`src/rtl/serial_cmp_pkg.sv`:
```
// Shared types for the serial magnitude comparator: FSM states and the
// one-hot result encoding, ordered {less, greater, equal}.
package serial_cmp_pkg;

    typedef enum logic [1:0] {
        IDLE = 2'd0,
        SCAN = 2'd1,
        DONE = 2'd2
    } state_t;

    localparam logic [2:0] RES_NONE = 3'b000;
    localparam logic [2:0] RES_EQ   = 3'b001;
    localparam logic [2:0] RES_GT   = 3'b010;
    localparam logic [2:0] RES_LT   = 3'b100;

endpackage

```
`src/rtl/comparator_2bit.sv`:
```
// Combinational 2-bit magnitude comparator used as the per-digit slice.
module comparator_2bit (
    input  logic [1:0] a,
    input  logic [1:0] b,
    output logic       equal,
    output logic       greater,
    output logic       less
);

    assign equal   = (a == b);
    assign greater = (a > b);
    assign less    = (a < b);

endmodule

```
`src/rtl/serial_mag_compare_ctrl.sv`:
```
// Serial MSB-first magnitude comparator, one 2-bit digit per cycle.
// Define SERIAL_CMP_EARLY_EXIT_EN to finish right after the first differing digit.
module serial_mag_compare_ctrl
    import serial_cmp_pkg::*;
#(
    parameter int WIDTH = 8
) (
    input  logic             clk,
    input  logic             rst,
    input  logic             start,
    input  logic [WIDTH-1:0] op_a,
    input  logic [WIDTH-1:0] op_b,
    output logic             busy,
    output logic             done,
    output logic             equal,
    output logic             greater,
    output logic             less
);

    localparam int N     = WIDTH / 2;
    localparam int IDX_W = (N > 1) ? $clog2(N) : 1;
    localparam logic [IDX_W-1:0] IDX_LAST = IDX_W'(N - 1);
    localparam logic [IDX_W-1:0] IDX_ONE  = IDX_W'(1);

    state_t           r_state;
    state_t           w_state_next;
    logic [WIDTH-1:0] r_a;
    logic [WIDTH-1:0] r_b;
    logic [IDX_W-1:0] r_idx;
    logic [1:0]       r_diff;
    logic [2:0]       r_result;

    logic [1:0]       w_dig_a;
    logic [1:0]       w_dig_b;
    logic             w_dig_eq;
    logic             w_dig_gt;
    logic             w_dig_lt;
    logic             w_last;
    logic             w_finish;
    logic [1:0]       w_diff_next;
    logic [2:0]       w_result;

    assign w_dig_a = r_a[{r_idx, 1'b0} +: 2];
    assign w_dig_b = r_b[{r_idx, 1'b0} +: 2];

    comparator_2bit u_digit (
        .a       (w_dig_a),
        .b       (w_dig_b),
        .equal   (w_dig_eq),
        .greater (w_dig_gt),
        .less    (w_dig_lt)
    );

    // r_diff holds {gt, lt} of the first differing digit; once set it is sticky.
    assign w_last      = (r_idx == '0);
    assign w_diff_next = (r_diff != 2'b00) ? r_diff :
                         (w_dig_eq ? 2'b00 : {w_dig_gt, w_dig_lt});

`ifdef SERIAL_CMP_EARLY_EXIT_EN
    assign w_finish = w_last || !w_dig_eq;
`else
    assign w_finish = w_last;
`endif

    always_comb begin
        w_result = RES_EQ;
        if (w_diff_next[1]) begin
            w_result = RES_GT;
        end else if (w_diff_next[0]) begin
            w_result = RES_LT;
        end
    end

    always_comb begin
        w_state_next = r_state;
        case (r_state)
            IDLE:    if (start) w_state_next = SCAN;
            SCAN:    if (w_finish) w_state_next = DONE;
            DONE:    w_state_next = IDLE;
            default: w_state_next = IDLE;
        endcase
    end

    always_ff @(posedge clk or posedge rst) begin
        if (rst) begin
            r_state <= IDLE;
        end else begin
            r_state <= w_state_next;
        end
    end

    always_ff @(posedge clk or posedge rst) begin
        if (rst) begin
            r_a      <= '0;
            r_b      <= '0;
            r_idx    <= '0;
            r_diff   <= 2'b00;
            r_result <= RES_NONE;
        end else begin
            case (r_state)
                IDLE: begin
                    if (start) begin
                        r_a    <= op_a;
                        r_b    <= op_b;
                        r_idx  <= IDX_LAST;
                        r_diff <= 2'b00;
                    end
                end
                SCAN: begin
                    r_diff <= w_diff_next;
                    if (!w_last) begin
                        r_idx <= r_idx - IDX_ONE;
                    end
                    if (w_finish) begin
                        r_result <= w_result;
                    end
                end
                default: ;
            endcase
        end
    end

    assign busy = (r_state == SCAN);
    assign done = (r_state == DONE);
    assign {less, greater, equal} = r_result;

endmodule

```
`config.mk`:
```
export PLATFORM = sky130hd
export DESIGN_NAME = serial_mag_compare_ctrl
export DESIGN_NICKNAME = d
export VERILOG_FILES = /design/src/rtl/serial_cmp_pkg.sv /design/src/rtl/comparator_2bit.sv /design/src/rtl/serial_mag_compare_ctrl.sv
export SDC_FILE = /design/constraint.sdc
export NUM_CORES = 1
export LEC_CHECK = 0
export CORE_ASPECT_RATIO = 1.25
export CORE_MARGIN = 3
export CORE_UTILIZATION = 35
export CTS_BUF_LIST = sky130_fd_sc_hd__clkbuf_4 sky130_fd_sc_hd__clkbuf_8
export CTS_CLUSTER_SIZE = 20
export DETAILED_ROUTE_END_ITERATION = 8
export GPL_ROUTABILITY_DRIVEN = 0
export PLACE_DENSITY = 0.6
export SYNTH_ARGS = -nofsm -noshare
export SYNTH_HDL_FRONTEND = slang
export SYNTH_SLANG_ARGS = --single-unit
```
`constraint.sdc`:
```
create_clock -name clk -period 3.7 [get_ports clk]
set_input_delay 0.555 -clock clk [delete_from_list [all_inputs] [get_ports clk]]
set_output_delay 0.555 -clock clk [all_outputs]
set_load 0.05 [all_outputs]
```
==> results_dict.tcl, run 1 <==
set metrics [dict create \
    grt_max_degree 26 \
    pwr-share-clk 0.119 \
    rows 23 \
    crit_fanout 6 \
    drc 0 \
    synth_compound_area_frac 0.0613 \
    final-hold-violation-count 0 \
    path_clk_slew_ns 0.09 \
    drive_above_1_share 0.265 \
    cp-start-kind "register" \
    criticalPathCategory "reg -> out" \
    worstPathArrival_ns 1.84 \
    hold_path.class "reg -> reg" \
    synth_nets 110 \
    cpPeakStageDelay_ns 0.81 \
    grt_pass1_vias 777 \
    fill_cells 289 \
    min_period_over_period 0.646 \
    p_seq_frac 0.365 \
    slew-limit-headroom 0.375 \
    ant_nets 0 \
    crit_path_end_kind "output port" \
    cpMaxStageDelayCell "clkdlybuf4s50_1" \
    cts_buffers 3 \
    vdd_drop_max_mv 0.585 \
    grt-ovfl-total 0 \
    die_x_um 59.3 \
    finalMaxSlewViolations 0 \
    p_sw_frac 0.359 \
    synth.area.mux_share 0.259 \
    power_leakage_nw 0.698 \
    synth_cells 88 \
    intPower_mw 0.907 \
    synth_top_area_cell "dfrtp_1" \
    max_slew.worst_pin.slew_ns 0.937 \
    fin_skew_ns 0.00665 \
    p_per_area_nw_per_um2 916 \
    drt-initial-drc-count 7 \
    setup_tns_ns 0 \
    dp_hpwl_um 1640 \
    p_sw_mw 0.508 \
    viasPerCell 4.99 \
    ios 24 \
    synth_top_area_frac 0.503 \
    grt_pass1_wl_um 3600 \
    fp.dieH_um 72.7 \
    grt_use_total 0.112 \
    clockBufferDepth 2 \
    avgSynthCellArea_um2 14.1 \
    seq_area_frac_synth 0.503 \
    die_area_um2 4310 \
    cts_resized 0 \
    netlist_area_um2 1240 \
    synth_seq_cells 25 \
    start_util 0.376 \
    rsz0062_at_grt "no" \
    crit_chain "and2b_2 -> clkdlybuf4s50_1" \
    cts_tree "done" \
    wl_per_cell_um 14.4 \
    synth.area.top_cells "dfrtp_1 (50%), mux2_4 (13%), mux4_2 (7.2%), mux2_2 (5.4%), ha_1 (3.0%)" \
    nets 136 \
    yosys_warnings 0 \
    vias 748 \
    cts.sinks 25 \
    cts_root_buf "clkbuf_8" \
    synth_xor_area_frac 0 \
    synthAdderAreaFrac 0.0302 \
    ys_types 25 \
    fp.coreArea_um2 3310 \
    antenna_cells 0 \
    synthSimpleGateAreaFrac 0.103 \
    port_buffers 23 \
    worst_ep_required_time_ns 3.14 \
    final_util 0.467 \
    ctsHoldBuffers 0 \
    total_power_mw 1.42 \
    setup_viol 0 \
    wl_um 2160 \
    area_growth_pct 24.1 \
    max_freq_mhz 418 \
    period_needed_ns 2.39 \
    synth_top_family_by_area "multiplexers" \
    antenna_found_initial 0 \
    post-cts-setup-buffer-count 0 \
    maxCapViolCount 0 \
    firstDrtPassIters 2 \
    insertion_delay_ns 0.27 \
    cts.htree.levels 1 \
    p_comb_frac 0.516 \
    run_status "finished, final reports clean" \
]
==> layout by cell type (no fill, tap or decap) <==
cell type        Yosys  layout
dfrtp_1             25      25
nand3b_1             1       1
nand2b_1             3       3
and2b_2              2       2
inv_1                8       8
clkdlybuf4s50_1      0      23
clkbuf_4             0       1
nor2_8               1       1
nand4_1              1       1
nand2b_4             1       1
nor2b_1              2       2
and2_1               1       1
and2_0               1       1
a21oi_2              1       1
mux2_2               6       6
nor2_1               3       3
a21oi_1              3       3
ha_1                 3       3
clkbuf_8             0       3
a31o_1               1       1
mux2_4              11      11
a21o_1               1       1
a2bb2oi_1            3       3
nand2_1              2       2
o21ai_0              2       2
mux4_2               4       4
==> kinds of logic after synthesis <==
group                      count (synthesis)
AOI/OAI and AO/OA                         11
adders and majority gates                  3
buffers and inverters                     10
DFF                                       25
muxes                                     21
and+or+nand+nor                           18
==> synth_stat cells, drive strengths merged <==
| cell | count |
|---|---|
| and2b | 2 |
| nand2b | 4 |
| a2bb2oi | 3 |
| a21o | 1 |
| a31o | 1 |
| nand3b | 1 |
| buf | 2 |
| mux4 | 4 |
| nand4 | 1 |
| nand2 | 2 |
| nor2 | 4 |
| o21ai | 2 |
| a21oi | 4 |
| mux2 | 17 |
| inv | 8 |
| and2 | 2 |
| dfrtp | 25 |
| nor2b | 2 |
| ha | 3 |
==> layer usage <==
layer	wire [um]	vias up	global-route usage	share of wire
li1	-	359	-	-
met1	882	369	0.138	0.41
met2	1140	15	0.182	0.53
met3	86	5	0.0212	0.040
met4	52	0	0.0605	0.024
met5	0	-	0	0
==> registers in the layout, indices dropped and copies added (netlist names) <==
register	count
r_a	8
r_b	8
r_result	3
r_diff	2
r_idx	2
r_state	2
==> cell type report <==
class,instances,area [um2],area share
well taps,37,46.3,0.0300
flip-flops and latches,25,626,0.405
inverters,8,30.0,0.0194
repair buffers,23,230,0.149
multi-input cells,53,564,0.365
clock buffers,4,48.8,0.0316
==> worst max-delay path: cells and delay by family, from the launching register on <==
kind	cells	cell delay, ns
buffers and inverters	1	0.81
AND/OR/NAND/NOR	1	0.25
flip-flops	1	0.50
==> power by group through the flow <==
stage / combinational [mW] / clock [mW] / sequential, mW
final: 0.730 / 0.168 / 0.517
after global routing: 0.804 / 0.187 / 0.538
after CTS: 0.741 / 0.174 / 0.522
after detailed placement: 0.738 / 0 / 0.525
after global placement: 0.722 / 0 / 0.521
after floorplan: 0.579 / 0 / 0.528
==> through the flow <==
| stage | instances | setup slack (ns) | area, um2 | hold slack (ns) |
|---|---|---|---|---|
| floorplan | 88 | 1.80 | 1240 | 0.475 |
| global placement | 146 | 1.60 | 1500 | 0.469 |
| detailed placement | 146 | 1.59 | 1500 | 0.473 |
| CTS | 150 | 1.29 | 1550 | 0.494 |
| global route | 150 | 1.24 | 1550 | 0.534 |
| finish | 150 | 1.31 | 1550 | 0.489 |
==> path summary, 6_finish.rpt <==
kind	start	to	slack, ns	cells past startpoint
max in group asynchronous	rst	r_a[2]	2.33	2
max	r_state[0]	busy	1.31	2
min	r_result[0]	r_result[0]	0.49	2
max reg2reg	r_idx[0]	r_result[2]	1.63	5
min reg2reg	r_result[0]	r_result[0]	0.49	2
min in group asynchronous	rst	r_result[0]	0.79	2
Note: power is estimated with default switching activity, not from simulation.
==> run 2: changes to the inputs <==
==> constraint.sdc (replaced) <==
create_clock -name clk -period 2.35 [get_ports clk]
set_input_delay 0.3525 -clock clk [delete_from_list [all_inputs] [get_ports clk]]
set_output_delay 0.3525 -clock clk [all_outputs]
set_load 0.05 [all_outputs]
==> run 2 against run 1 <==
Via count down 1.2%. Sequential share of layout area down 0.20 points. Routed wire length down 3.3%. Worst hold slack worse by 0.064 ns. Power up 57%. Combinational power up 58%. Die area unchanged. Register-to-register slack worse by 1.4 ns. Critical path type unchanged. Largest cell class unchanged. Highest routed layer unchanged.
==> results_dict.tcl, run 2 (synthesis results as in run 1) <==
set metrics [dict create \
    finalMaxSlewViolations 0 \
    wl_per_cell_um 13.8 \
    final_cells 151 \
    cts.sinks 25 \
    fin_area_um2 1550 \
    rr_worst_depth 5 \
    nets 137 \
    drt-initial-drc-count 26 \
    slew-limit-headroom 0.670 \
    worst_ep_required_time_ns 2.00 \
    max_slew.worst_pin.slew_ns 0.493 \
    final_util 0.469 \
    period_needed_ns 2.20 \
    ios 24 \
    ctsHoldBuffers 0 \
    crit_fanout 6 \
    place_inst 147 \
    reg2reg_setup_slack_ns 0.27 \
    rr_startpoint "r_idx[0]" \
    fp.dieH_um 72.7 \
    setup_tns_ns 0 \
    final_cell_mix "dfrtp_1 (25), clkdlybuf4s50_1 (23), mux2_4 (11)" \
    die_area_um2 4310 \
    grt_pass1_wl_um 3720 \
    fin_skew_ns 0.00756 \
    fp.coreArea_um2 3310 \
    antenna_found_initial 0 \
    firstDrtPassIters 2 \
    criticalPathCategory "reg -> out" \
    insertion_delay_ns 0.27 \
    start_util 0.376 \
    worstPathArrival_ns 1.84 \
    drc 0 \
    grt_max_degree 26 \
    grt-ovfl-total 0 \
    path_clk_slew_ns 0.09 \
    rsz0062_at_grt "no" \
    fill_cells 304 \
    ant_nets 0 \
    cts_tree "done" \
    p_per_area_nw_per_um2 1440 \
    clockBufferDepth 2 \
    cts_root_buf "clkbuf_8" \
    grt_use_total 0.113 \
    antenna_cells 0 \
    vdd_drop_max_mv 0.750 \
    rows 23 \
    detailed_place.area_um2 1500 \
    reg_top3 "r_a (8), r_b (8), r_result (3)" \
    final_common_cell "dfrtp_1" \
    cts_resized 0 \
    post-cts-setup-buffer-count 0 \
    hold_path.class "in -> async" \
    power_leakage_nw 0.703 \
    run_status "finished, final reports clean" \
    max_freq_mhz 456 \
    cp-start-kind "register" \
    vias 739 \
    min_period_over_period 0.934 \
    total_power_mw 2.23 \
    cts_buffers 3 \
    wl_um 2090 \
    drive_above_1_share 0.272 \
    final-hold-violation-count 0 \
    crit_path_end_kind "output port" \
    die_x_um 59.3 \
    setup_viol 0 \
    port_buffers 23 \
    maxCapViolCount 0 \
    r2r-end "r_result[2]" \
    viasPerCell 4.89 \
    grt_pass1_vias 787 \
    cts.htree.levels 1 \
    area_growth_pct 24.7 \
]
run 2: changes by cell type in the layout (fill, tap and decap cells not counted), sizes merged:
cell	change
buf	+1
run 2: worst max-delay path by stage:
stage	start	end	cells after the start
after floorplan	r_idx[0]	r_result[2]	6
after global placement	r_idx[0]	r_result[2]	5
after detailed placement	r_idx[0]	r_diff[1]	5
after CTS	r_state[0]	busy	2
after global routing	r_state[0]	busy	2
final	r_state[0]	busy	2
run 2: layer usage:
layer | track usage | up-vias | share of wire
met5 | 0 | - | 0
met4 | 0.0378 | 0 | 0.010
met3 | 0.0212 | 3 | 0.037
met2 | 0.183 | 15 | 0.51
met1 | 0.149 | 362 | 0.45
li1 | - | 359 | -
run 2: report_power, final:
part | internal [mW] | switching (mW)
sequential | 0.643 | 0.173
clock | 0.133 | 0.133
combinational | 0.652 | 0.495
total | 1.43 | 0.801
run 2: area by class of cell:
cell class	instances	area [um2]	area share
clock buffer	4	48.8	0.0314
tap	37	46.3	0.0298
sequential	25	626	0.403
timing repair buffer	24	238	0.153
multi-input combinational	53	564	0.363
inverter	8	30.0	0.0193
run 2: worst max-delay path: stages, from the launching register on:
cell and delay [ns]:
dfrtp_1 0.51, and2b_2 0.25, clkdlybuf4s50_1 0.81
run 2: metrics by stage:
stage | setup WS (ns) | hold slack (ns)
CTS | 0.138 | 0.442
global route | 0.0660 | 0.469
finish | 0.155 | 0.425
detailed placement | 0.299 | 0.472
global placement | 0.338 | 0.470
floorplan | 0.448 | 0.380
==> run 3: changes to the inputs <==
--- a/config.mk
+++ b/config.mk
@@ -5,6 +5,7 @@
 export SDC_FILE = /design/constraint.sdc
 export NUM_CORES = 1
 export LEC_CHECK = 0
+export CAP_MARGIN = 20
 export CORE_ASPECT_RATIO = 1.25
 export CORE_MARGIN = 3
 export CORE_UTILIZATION = 35
==> results of run 3 <==
The final DEF is identical to that of run 2; final timing and power are the same.
